[config.mk]
export PLATFORM = sky130hd
export DESIGN_NAME = i2s_tx
export DESIGN_NICKNAME = d
export VERILOG_FILES = /design/src/rtl/i2s_tx.sv
export SDC_FILE = /design/constraint.sdc
export NUM_CORES = 1
export LEC_CHECK = 0
export ABC_CLOCK_PERIOD_IN_PS = 2700
export CORE_MARGIN = 1.5
export CORE_UTILIZATION = 50
export DETAILED_ROUTE_END_ITERATION = 8
export PLACE_DENSITY = 0.71
export SLEW_MARGIN = 20
export SYNTH_ARGS = -nofsm -noshare
export SYNTH_HDL_FRONTEND = slang
export SYNTH_SLANG_ARGS = --single-unit
[constraint.sdc]
create_clock -name clk -period 2.7 [get_ports clk]
set_clock_uncertainty 0.15 [all_clocks]
set_input_delay 0.405 -clock clk [delete_from_list [all_inputs] [get_ports clk]]
set_output_delay 0.405 -clock clk [all_outputs]
set_load 0.01 [all_outputs]
[src/rtl/i2s_tx.sv]
// i2s_tx: I2S transmitter for the CS4272 with clock generation and codec reset sequencing
// Ports: clk/rst system clock and sync reset; lft_in/rht_in/valid sample input with ready,
// samp_req frame-start pulse; err_clr clears sticky overflow/underrun;
// MCLK/SCLK/LRCLK/SDin/RSTn codec interface.
// Option: define I2S_MUTE_UNDERRUN_EN to send a silent frame on underrun instead of repeating.
module i2s_tx #(
  parameter int DATA_W   = 16,
  parameter int RST_HOLD = 4096
) (
  input  logic              clk,
  input  logic              rst,
  input  logic [DATA_W-1:0] lft_in,
  input  logic [DATA_W-1:0] rht_in,
  input  logic              valid,
  output logic              ready,
  output logic              samp_req,
  input  logic              err_clr,
  output logic              overflow,
  output logic              underrun,
  output logic              MCLK,
  output logic              SCLK,
  output logic              LRCLK,
  output logic              SDin,
  output logic              RSTn
);
  localparam int HW = $clog2(RST_HOLD + 1);
  logic [10:0]       cnt_q, cnt_d;
  logic [DATA_W-1:0] lft_q, lft_d, rht_q, rht_d, pl_q, pl_d, pr_q, pr_d, rep_l, rep_r, word;
  logic              full_q, full_d, ovf_q, ovf_d, und_q, und_d, req_q, req_d;
  logic              mclk_q, mclk_d, sclk_q, sclk_d, lrclk_q, lrclk_d, sdin_q, sdin_d;
  logic              rstn_q, rstn_d, load, cap;
  logic [HW-1:0]     hold_q, hold_d;
  logic [31:0]       slots;
`ifdef I2S_MUTE_UNDERRUN_EN
  assign rep_l = '0;
  assign rep_r = '0;
`else
  assign rep_l = lft_q;
  assign rep_r = rht_q;
`endif
  always_comb begin
    cnt_d   = cnt_q + 11'd1;
    load    = &cnt_q;
    // pending captures outside the load cycle when empty, or in the load cycle when it is being drained
    cap     = valid & (full_q ? load : ~load);
    lft_d   = load ? (full_q ? pl_q : valid ? lft_in : rep_l) : lft_q;
    rht_d   = load ? (full_q ? pr_q : valid ? rht_in : rep_r) : rht_q;
    pl_d    = cap ? lft_in : pl_q;
    pr_d    = cap ? rht_in : pr_q;
    full_d  = full_q ? (~load | valid) : (valid & ~load);
    ovf_d   = (ovf_q & ~err_clr) | (valid & full_q & ~load);
    und_d   = (und_q & ~err_clr) | (load & ~full_q & ~valid);
    req_d   = load;
    mclk_d  = cnt_q[1];
    sclk_d  = cnt_q[4];
    lrclk_d = cnt_q[10];
    word    = cnt_q[10] ? rht_q : lft_q;
    // slot s maps to bit 31-s: slot 0 is the I2S delay bit, then MSB-first data, then zero fill
    slots   = {1'b0, word, {(31 - DATA_W){1'b0}}};
    sdin_d  = slots[~cnt_q[9:5]];
    hold_d  = rstn_q ? hold_q : hold_q + 1'b1;
    rstn_d  = rstn_q | (hold_q == HW'(RST_HOLD - 1));
  end
  always_ff @(posedge clk) begin
    if (rst) begin
      cnt_q   <= '0;
      lft_q   <= '0;
      rht_q   <= '0;
      pl_q    <= '0;
      pr_q    <= '0;
      full_q  <= 1'b0;
      ovf_q   <= 1'b0;
      und_q   <= 1'b0;
      req_q   <= 1'b0;
      mclk_q  <= 1'b0;
      sclk_q  <= 1'b0;
      lrclk_q <= 1'b0;
      sdin_q  <= 1'b0;
      rstn_q  <= 1'b0;
      hold_q  <= '0;
    end else begin
      cnt_q   <= cnt_d;
      lft_q   <= lft_d;
      rht_q   <= rht_d;
      pl_q    <= pl_d;
      pr_q    <= pr_d;
      full_q  <= full_d;
      ovf_q   <= ovf_d;
      und_q   <= und_d;
      req_q   <= req_d;
      mclk_q  <= mclk_d;
      sclk_q  <= sclk_d;
      lrclk_q <= lrclk_d;
      sdin_q  <= sdin_d;
      rstn_q  <= rstn_d;
      hold_q  <= hold_d;
    end
  end
  assign ready    = ~full_q;
  assign samp_req = req_q;
  assign overflow = ovf_q;
  assign underrun = und_q;
  assign MCLK     = mclk_q;
  assign SCLK     = sclk_q;
  assign LRCLK    = lrclk_q;
  assign SDin     = sdin_q;
  assign RSTn     = rstn_q;
endmodule

======== Yosys cells after proc, flatten, opt, wreduce, memory -nomap -nowiden ========
Index checks and enable logic that the tools add are counted.
storage, ports and cells
  flip-flop bits (word level) ............. 97
  output and inout port bits .............. 9
cells by class
  $add $sub $neg .......................... 2
  magnitude comparators ................... 1
  eq/ne operators ......................... 1
  mux-type cells .......................... 9
  bitwise logic cells ..................... 17
  reduce and logical (&&, ||, !) cells .... 3
operators by type and width
  cell                     count
  $mux W16                 5
  $add A13 B1 Y13 const B  1
  $eq A13 B12 Y1 const B   1
  $reduce_and A12 Y1       1
  $add A11 B1 Y11 const B  1
  $reduce_and A11 Y1       1
  $and A1 B1 Y1            8
  $lt A5 B6 Y1 const B     1
  $bmux W1 S5              1
  $not A5 Y5               1
  $not A1 Y1               4
  $or A1 B1 Y1             4
  $mux W1                  3
  $reduce_bool A2 Y1       1

======== Longest topological paths before layout ========
Gate-level depths: netlist (run 1).
  depth after elaboration ................. 4
  depth in mapped cells ................... 7
  depth with buffers taken out ............ 6

======== Worst setup path after synthesis (run 1) ========
OpenSTA, ideal clock, no wires.
  kind .................................... register to register
  start ................................... register cnt_q[0]
  end ..................................... register pl_q[0]
  setup time .............................. 0.132 ns
  arrival ................................. 1.597 ns
  slack ................................... 0.821 ns
  stages on the path, launching flop included .. 8
  period minus slack after synthesis ...... 1.879 ns
  path through ............................ dfxtp_1 ha_1 and3_1 nand4_4 xnor2_4 buf_6 a21bo_2 a21oi_1
on the way
  cells in the longest elaborated chain, start to end .. 4
RTL lines
  what                      RTL line  source
  start: declaration        27        logic [10:0] cnt_q, cnt_d;
  start signal: assignment  82        cnt_q <= cnt_d;
  $reduce_and A11 Y1 *      43        load = &cnt_q;
  $not A1 Y1                45        cap = valid & (full_q ? load : ~load);
  $mux W1 *                 45
  $and A1 B1 Y1 *           45
  end signal: assignment    85        pl_q <= pl_d;
  end: declaration          28        logic [DATA_W-1:0] lft_q, lft_d, rht_q, rht_d, pl_q, pl_d, pr_q, pr_d, rep_l, rep_r, word;
Every way passes the cells marked *; elsewhere a longest branch is shown, timed or not.
A chain may end at the register's enable or synchronous reset.

======== Worst setup path after layout (run 1) ========
  start ................................... register cnt_q[5]
  end ..................................... register pl_q[1]
Same word-level chain as after synthesis.

==> results.yml, run 1 <==
finish:
  final_common_cell: "dfxtp_1"
  layout_common_cells: "dfxtp_1 (96), nor2_1 (58), mux2i_1 (42), clkdlybuf4s50_1 (42), nand3_1 (38)"
  fin_cells: 594
  n_antenna_cell: 0
  fin_nets: 520
  area_growth_pct: 13.1
  drive_gt1_share_pct: 20.0
clock_network:
  numCtsBuffers: 9
  post_cts_buffers: 0
  clkSinkCount: 97
  cts_hold_repair.buffers: 0
  cts.repair.resized: 0
  clk_pin_slew_worst_paths_ns: 0.09
  clock_latency_ns: 0.36
  root_buffer: "clkbuf_8"
  cts_tree: "built"
  htreeDepth: 3
  cts.path.max_buffers: 2
synthesis:
  synth_fp_nets: 495
  ys_async_sr_fraction_pct: 0
  syn_inst: 457
  synth_top_area_share_pct: 42.3
  synth-seq-cells: 97
  yosys.cell_types.count: 43
  synth.yosys.warnings: 0
  syn_area_sq_mm: 0.00459
  ys.flop_type: "dfxtp_1"
  ys_seq_area_share_pct: 42.3
  avgSynthCellArea_sq_um: 10.0
  synth_largest_area_cell: "dfxtp_1"
  synth_edf_count: 0
  synthTopCellsByArea: "dfxtp_1 (42%), mux2i_1 (9.2%), a211oi_2 (7.6%), a21bo_2 (7.0%), nor2_1 (4.7%)"
run_status:
  outcome: "finished with violations"
  violations: "design-rule violations"
place:
  dp.cells: 579
  post-dp-hpwl_um: 5930
  routabilityCongestion: 0.848
  io_buffers: 44
floorplan:
  fp.dieW_um: 98.8
  initial_core_util_pct: 52.1
  core_sq_mm: 0.00881
  dieArea_sq_mm: 0.00977
  ios: 45
  rows: 34
  die-height_um: 98.8
power:
  power.share.clock_pct: 32.5
  internal-power_w: 0.00196
  leakage_nw: 1.84
  powerDensity_mw_per_mm2: 504
  p_switching_w: 0.000655
  p_comb_share_pct: 10.7
  p_sw_share_pct: 25.0
  p_seq_share_pct: 56.8
  design_power_total_w: 0.00262
  ir_worst_vdd_mv: 0.254
route:
  viasPerCell: 5.57
  drt-total-wl_um: 8870
  ant_nets: 0
  routedWlPerCell_um: 14.9
  drcViolationCount: 5
  drt-initial-drc-count: 138
  via_count: 3306
  drt_first_pass_iters: 7
timing:
  finalMaxSlewViolations: 0
  holdWs_ns: 0.319
  finalSetupViolations: 0
  period_share_pct: 82.0
  worst_pin_slew_ns: 0.673
  fin_crit_ns: 2.21
  fin_tns_setup_ns: 0
  max_slew_margin_pct: 55.1
  clock.fmax_mhz: 452
  rsz0062_at_grt: "no"
  report.final.hold_viol_count: 0
critical_path:
  start_kind: "flop"
  end_kind: "flop"
  path_max_fanout: 36
  critPathKind: "flop to flop"
  max_stage_delay_ns: 0.65
  worstPathCellList: "and2_1 > nand4_4 > xnor2_4 > buf_4 > a21bo_2 > a21oi_1"
  cp.arrival_ns: 2.28
  path_buf_inv: 1
  crit_required_ns: 2.76
  crit_family: "flip-flops"
  cp_slowest_cell: "dfxtp_1"
global_route:
  grt_pass1_vias: 3187
  grt_pass1_wl_um: 15500
  grt_max_degree: 69
  antenna_found_initial: 0
  gr-total-overflow: 0
  track_usage_pct: 19.7
hold_path:
  hold_class: "flop to flop"
job:
  cap_violations: 0
==> final timing paths <==
| kind | from | depth (start not counted) | to | slack [ns] |
|---|---|---|---|---|
| worst min register to register | cnt_q[0] | 1 | cnt_q[0] | 0.32 |
| worst max register to register | cnt_q[5] | 6 | pl_q[1] | 0.49 |
| worst max-delay path | cnt_q[5] | 6 | pl_q[1] | 0.49 |
| worst min-delay path | cnt_q[0] | 1 | cnt_q[0] | 0.32 |
==> registers in the layout, indices dropped and copies added (netlist names) <==
register	count
LRCLK	1
MCLK	1
RSTn	1
SCLK	1
SDin	1
cnt_q	11
full_q	1
hold_q	13
lft_q	16
overflow	1
pl_q	16
pr_q	16
rep_r	16
samp_req	1
underrun	1
==> per-layer routing <==
metal / up-vias / part of all wire (%) / wire (um) / track usage, %
li1: 1675 / - / - / -
met1: 1564 / 49 / 4380 / 27.7
met2: 57 / 45 / 4030 / 30.6
met3: 10 / 3.8 / 334 / 3.33
met4: 0 / 1.3 / 118 / 6.92
met5: - / 0 / 0 / 0
==> stage by stage <==
step	cell area (sq um)	util, %	setup slack, ns
after floorplan	4590	-	0.821
after global placement	5020	57.0	0.541
final	5190	59.0	0.487
after global routing	5190	59.0	0.291
after CTS	5190	59.0	0.465
after detailed placement	5020	57.0	0.481
==> power groups by stage <==
stage / combinational [W] / sequential (W) / clock, W
floorplan: 0.000193 / 0.00151 / 0
global placement: 0.000276 / 0.00152 / 0
detailed placement: 0.000282 / 0.00152 / 0
CTS: 0.000283 / 0.00149 / 0.000881
global route: 0.000308 / 0.00149 / 0.000951
finish: 0.000280 / 0.00149 / 0.000850
==> cell usage after synthesis (2+ instances only) <==
cell type  number
nor2b_1         6
mux2i_1        42
a21bo_2        32
a21oi_1        36
clkbuf_1       20
buf_6           9
ha_1            2
and3_1         10
nand4_1         3
nand3_1        38
a211oi_1        4
nand2_1         7
nor2_1         58
xor2_1         12
and2_1          2
buf_2           7
dfxtp_1        97
o21ai_0         3
mux4_2          5
xnor2_1         8
a211oi_2       28
nor3_1          2
nor4_1          2
inv_1           2
buf_4           4
==> layout make-up <==
cell class	instances	area [sq um]
multi-input combinational	317	2400
inverter	2	7.51
tap	108	135
clock buffer	11	141
sequential	97	1940
fill	792	3610
timing repair buffer	55	541
clock inverter	4	28.8
==> worst register-to-register path: cells and delay by family, from the launching register on <==
kind	cells	cell delay [ns]
compound gates	2	0.26
flops	1	0.65
xor+xnor	1	0.21
simple gates	2	0.46
buf+inv	1	0.35
==> cells by family after synthesis <==
logic type	after synthesis	share of synthesized area [%]
AO/OA/AOI/OAI	107	20.2
XOR/XNOR	21	4.42
adder cells (fa/ha/maj)	2	0.545
buffers and inverters	43	5.51
flip-flops	97	42.3
multiplexers	47	11.6
AND/OR/NAND/NOR	140	15.4
(Power assumes the default switching activity.)
==> inputs of run 2 (changes only) <==
--- a/config.mk
+++ b/config.mk
@@ -5,11 +5,11 @@
 export SDC_FILE = /design/constraint.sdc
 export NUM_CORES = 1
 export LEC_CHECK = 0
-export ABC_CLOCK_PERIOD_IN_PS = 2700
+export ABC_CLOCK_PERIOD_IN_PS = 1860
 export CORE_MARGIN = 1.5
 export CORE_UTILIZATION = 50
 export DETAILED_ROUTE_END_ITERATION = 8
-export PLACE_DENSITY = 0.71
+export PLACE_DENSITY = 0.74
 export SLEW_MARGIN = 20
 export SYNTH_ARGS = -nofsm -noshare
 export SYNTH_HDL_FRONTEND = slang
==> constraint.sdc (replaced) <==
create_clock -name clk -period 1.86 [get_ports clk]
set_clock_uncertainty 0.15 [all_clocks]
set_input_delay 0.279 -clock clk [delete_from_list [all_inputs] [get_ports clk]]
set_output_delay 0.279 -clock clk [all_outputs]
set_load 0.01 [all_outputs]
==> run 2 against run 1 <==
Compared with the run above:
- the flow still finishes with violations (design-rule violations)
- clock power up 79%
- global-route usage up 0.80 points
- via count increased by 8.3%
- register-to-register slack lost 0.47 ns
==> results.yml, run 2 (synthesis gave the netlist of run 1 again) <==
critical_path:
  end_kind: "flop"
  cp.arrival_ns: 1.99
  path_max_fanout: 8
  start_kind: "flop"
  crit_required_ns: 2.01
  critPathKind: "flop to flop"
place:
  dp.cells: 592
  routabilityCongestion: 0.838
  post-dp-hpwl_um: 6360
  postPlaceCellArea_sq_mm: 0.00516
  io_buffers: 44
  pre_cts_ws_ns: -0.0608
timing:
  fin_crit_ns: 1.84
  max_slew_margin_pct: 48.4
  finalSetupViolations: 0
  worst_slack_ns: 0.0212
  clock.fmax_mhz: 544
  finalMaxSlewViolations: 0
  report.final.hold_viol_count: 0
  period_share_pct: 98.9
  worst_pin_slew_ns: 0.773
  rsz0062_at_grt: "yes"
  holdWs_ns: 0.228
global_route:
  grt_pass1_vias: 3362
  antenna_found_initial: 0
  gr-total-overflow: 0
  grt_pass1_wl_um: 16000
  grt_max_degree: 69
  track_usage_pct: 20.5
clock_network:
  clk_pin_slew_worst_paths_ns: 0.09
  clkSinkCount: 97
  cts_hold_repair.buffers: 0
  clock_latency_ns: 0.37
  cts_tree: "built"
  cts.path.max_buffers: 2
  numCtsBuffers: 9
  htreeDepth: 3
  root_buffer: "clkbuf_8"
finish:
  n_antenna_cell: 0
  final_area_sq_mm: 0.00587
  layout_common_cells: "dfxtp_1 (89), nor2_1 (58), mux2i_1 (42), clkdlybuf4s50_1 (42), nand3_1 (30)"
  final_common_cell: "dfxtp_1"
  n_fill_cell: 695
  fin_cells: 623
  drive_gt1_share_pct: 33.4
  fin_nets: 548
  area_growth_pct: 27.8
run_status:
  outcome: "finished with violations"
  violations: "design-rule violations"
route:
  via_count: 3579
  drt_first_pass_iters: 6
  routed.top_layer: "met4"
  drt-total-wl_um: 10700
  routedWlPerCell_um: 17.2
  wl_met2_um: 5310
  viasPerCell: 5.74
  drt-met1-wl_um: 4760
  met3_wirelength_um: 404
  drcViolationCount: 3
  drt-initial-drc-count: 179
  ant_nets: 0
floorplan:
  ios: 45
  dieArea_sq_mm: 0.00977
  initial_core_util_pct: 52.1
  core_sq_mm: 0.00881
  fp.dieW_um: 98.8
  rows: 34
  die-height_um: 98.8
power:
  ir_worst_vdd_mv: 0.452
  leakage_nw: 2.11
  powerDensity_mw_per_mm2: 719
  design_power_total_w: 0.00422
job:
  cap_violations: 0
hold_path:
  hold_class: "primary input to flop"
==> run 2: power breakdown <==
| group | switching, W | total (W) | internal, W |
|---|---|---|---|
| clock network | 0.000725 | 0.00152 | 0.000793 |
| registers | 0.0000314 | 0.00216 | 0.00213 |
| logic | 0.000266 | 0.000538 | 0.000273 |
==> run 2: final timing paths <==
| kind | slack, ns | cells past startpoint | endpoint | start |
|---|---|---|---|---|
| hold / removal | 0.23 | 2 | pr_q[12] | rst |
| setup reg to reg | 0.02 | 8 | pr_q[5] | cnt_q[0] |
| setup / recovery | 0.02 | 8 | pr_q[5] | cnt_q[0] |
| hold reg to reg | 0.35 | 2 | overflow | overflow |
==> run 2: area by class of cell <==
cell class / count / area [sq um] / area share, %
sequential: 97 / 1950 / 33.3
timing repair buffer: 83 / 921 / 15.7
clock inverter: 5 / 78.8 / 1.34
multi-input combinational: 317 / 2630 / 44.8
tap: 108 / 135 / 2.30
clock buffer: 11 / 141 / 2.41
inverter: 2 / 7.51 / 0.128
==> run 2: layer usage <==
layer	track usage [%]	vias to the layer above
li1	-	1731
met1	28.0	1763
met2	32.6	65
met3	3.62	20
met4	7.47	0
met5	0	-
==> run 2: metrics by stage <==
step	utilization, %	setup TNS (ns)
after floorplan	-	0
final	66.6	0
after CTS	61.2	0
after detailed placement	58.6	-0.0765
after global placement	58.6	0
after global routing	66.6	-1.17
==> run 2: worst max-delay path: stages (launching register included) <==
cell	delay, ns
dfxtp_2	0.36
ha_4	0.14
and3_4	0.20
nand4_4	0.11
xnor2_4	0.16
buf_12	0.16
clkbuf_16	0.16
a21bo_2	0.22
a21oi_2	0.12
==> run 2: timing repair <==
| action | 4_1_cts | 5_1_grt |
|---|---|---|
| buffers inserted | 0 | 7 |
| pin swaps | 1 | 16 |
| resized for setup | 3 | 56 |
| setup endpoints to repair | 8 | 42 |
| hold endpoints to repair | 0 | 0 |
| cloned | 0 | 8 |
==> inputs of run 3 (changes only) <==
--- a/config.mk
+++ b/config.mk
@@ -6,7 +6,6 @@
 export NUM_CORES = 1
 export LEC_CHECK = 0
 export ABC_CLOCK_PERIOD_IN_PS = 1860
-export CORE_MARGIN = 1.5
 export CORE_UTILIZATION = 50
 export DETAILED_ROUTE_END_ITERATION = 8
 export PLACE_DENSITY = 0.74
==> run 3 against run 2 <==
Compared with the run above:
- the run still ends with design-rule violations left
- highest routed layer unchanged
- die area down 2.0%
- critical endpoint is now pr_q[13]
- worst setup slack got worse by 0.0035 ns
- register-to-register slack is essentially flat
- via count fell by 3.0%
- count of clock-buffer cells in the layout is 2 lower
- sequential cell count stayed put
- clock power hardly changed
==> results.yml, run 3 (synthesis gave the netlist of run 1 again) <==
clock_network:
  clk_pin_slew_worst_paths_ns: 0.10
  clkSinkCount: 97
  htreeDepth: 3
  root_buffer: "clkbuf_8"
  numCtsBuffers: 9
  cts_hold_repair.buffers: 0
  clock_latency_ns: 0.37
  cts_tree: "built"
  cts.path.max_buffers: 2
timing:
  finalMaxSlewViolations: 0
  worst_pin_slew_ns: 0.708
  rsz0062_at_grt: "yes"
  max_slew_margin_pct: 52.8
  worst_slack_ns: 0.0177
  finalSetupViolations: 0
  report.final.hold_viol_count: 0
  fin_crit_ns: 1.84
  period_share_pct: 99.1
  clock.fmax_mhz: 543
floorplan:
  core_sq_mm: 0.00881
  initial_core_util_pct: 52.1
  fp.dieW_um: 97.8
  rows: 34
  dieArea_sq_mm: 0.00957
  die-height_um: 97.8
  ios: 45
finish:
  drive_gt1_share_pct: 29.4
  post-route-util_pct: 64.1
  final_area_sq_mm: 0.00564
  layout_common_cells: "dfxtp_1 (90), nor2_1 (58), mux2i_1 (42), clkdlybuf4s50_1 (42), nand3_1 (38)"
  n_antenna_cell: 0
  area_growth_pct: 22.9
  fin_nets: 540
  final_common_cell: "dfxtp_1"
global_route:
  grt_pass1_vias: 3210
  track_usage_pct: 20.1
  grt_pass1_wl_um: 15500
  antenna_found_initial: 0
  grt_max_degree: 69
  gr-total-overflow: 0
route:
  drt-total-wl_um: 9990
  drt-initial-drc-count: 194
  drt_first_pass_iters: 7
  via_count: 3473
  viasPerCell: 5.66
  drcViolationCount: 6
  ant_nets: 0
  routedWlPerCell_um: 16.3
job:
  cap_violations: 0
critical_path:
  critPathKind: "flop to flop"
  cp.arrival_ns: 2.00
  start_kind: "flop"
  crit_required_ns: 2.01
  path_max_fanout: 15
  end_kind: "flop"
hold_path:
  hold_class: "primary input to flop"
place:
  post-dp-hpwl_um: 6050
  pre_cts_ws_ns: -0.00421
  postPlaceCellArea_sq_mm: 0.00516
  routabilityCongestion: 0.842
  io_buffers: 44
power:
  design_power_total_w: 0.00418
  ir_worst_vdd_mv: 0.364
  powerDensity_mw_per_mm2: 740
  leakage_nw: 2.02
run_status:
  violations: "design-rule violations"
  outcome: "finished with violations"
==> run 3: changes by cell type in the layout (fill, tap and decap cells not counted), moves of 2 or more <==
cell / previous run / this run
nand3_1: 30 / 38
a21bo_4: 10 / 4
a21oi_2: 25 / 21
buf_4: 24 / 21
a21oi_1: 11 / 15
nand3_2: 8 / 0
a21bo_2: 22 / 28
clkbuf_16: 6 / 3
buf_6: 4 / 1
inv_6: 0 / 2
==> run 3: final timing paths <==
path / startpoint / slack (ns) / depth (start not counted) / end
setup / recovery: cnt_q[0] / 0.02 / 8 / pr_q[13]
hold / removal: rst / 0.21 / 2 / pr_q[11]
setup reg to reg: cnt_q[0] / 0.02 / 8 / pr_q[13]
hold reg to reg: underrun / 0.35 / 2 / underrun
==> run 3: timing repair <==
item | CTS | global route
hold endpoints to repair | 0 | 0
cloned | 0 | 4
setup buffers | 2 | 5
pin swaps | 3 | 15
gates resized for setup | 3 | 32
setup endpoints to repair | 3 | 37
==> run 3: worst max-delay path: stages (launching register included) <==
cell and delay (ns):
dfxtp_2 0.36, ha_4 0.14, and3_4 0.21, nand4_4 0.11, xnor2_4 0.16, buf_12 0.15, clkbuf_16 0.17, a21bo_2 0.21
a21oi_1 0.13
==> run 3: per-layer routing <==
metal / global-route usage [%] / part of all wire, % / vias to the layer above
met5: 0 / 0 / -
met1: 27.7 / 48 / 1657
met3: 3.01 / 3.6 / 20
li1: - / - / 1712
met4: 8.86 / 2.2 / 0
met2: 31.3 / 46 / 84
==> run 3: final cells by class <==
cell class              count  area [sq um]
clock buffers               9           124
well taps                 108           135
repair buffers             75           810
clock inverters             6          91.3
fillers                   748          3160
inverters                   2          7.51
flip-flops and latches     97          1950
multi-input cells         317          2520
==> run 3: report_power, final <==
group / internal (W) / switching (W) / total (W)
Combinational: 0.000252 / 0.000245 / 0.000497
Sequential: 0.00213 / 0.0000301 / 0.00216
Clock: 0.000760 / 0.000758 / 0.00152
==> run 3: per-stage QoR <==
| step | hold slack (ns) | TNS, ns | cells |
|---|---|---|---|
| global placement | 0.313 | 0 | 589 |
| finish | 0.208 | 0 | 614 |
| detailed placement | 0.329 | -0.00421 | 589 |
| global route | 0.219 | -0.421 | 614 |
| floorplan | 0.276 | 0 | 457 |
| CTS | 0.184 | 0 | 606 |
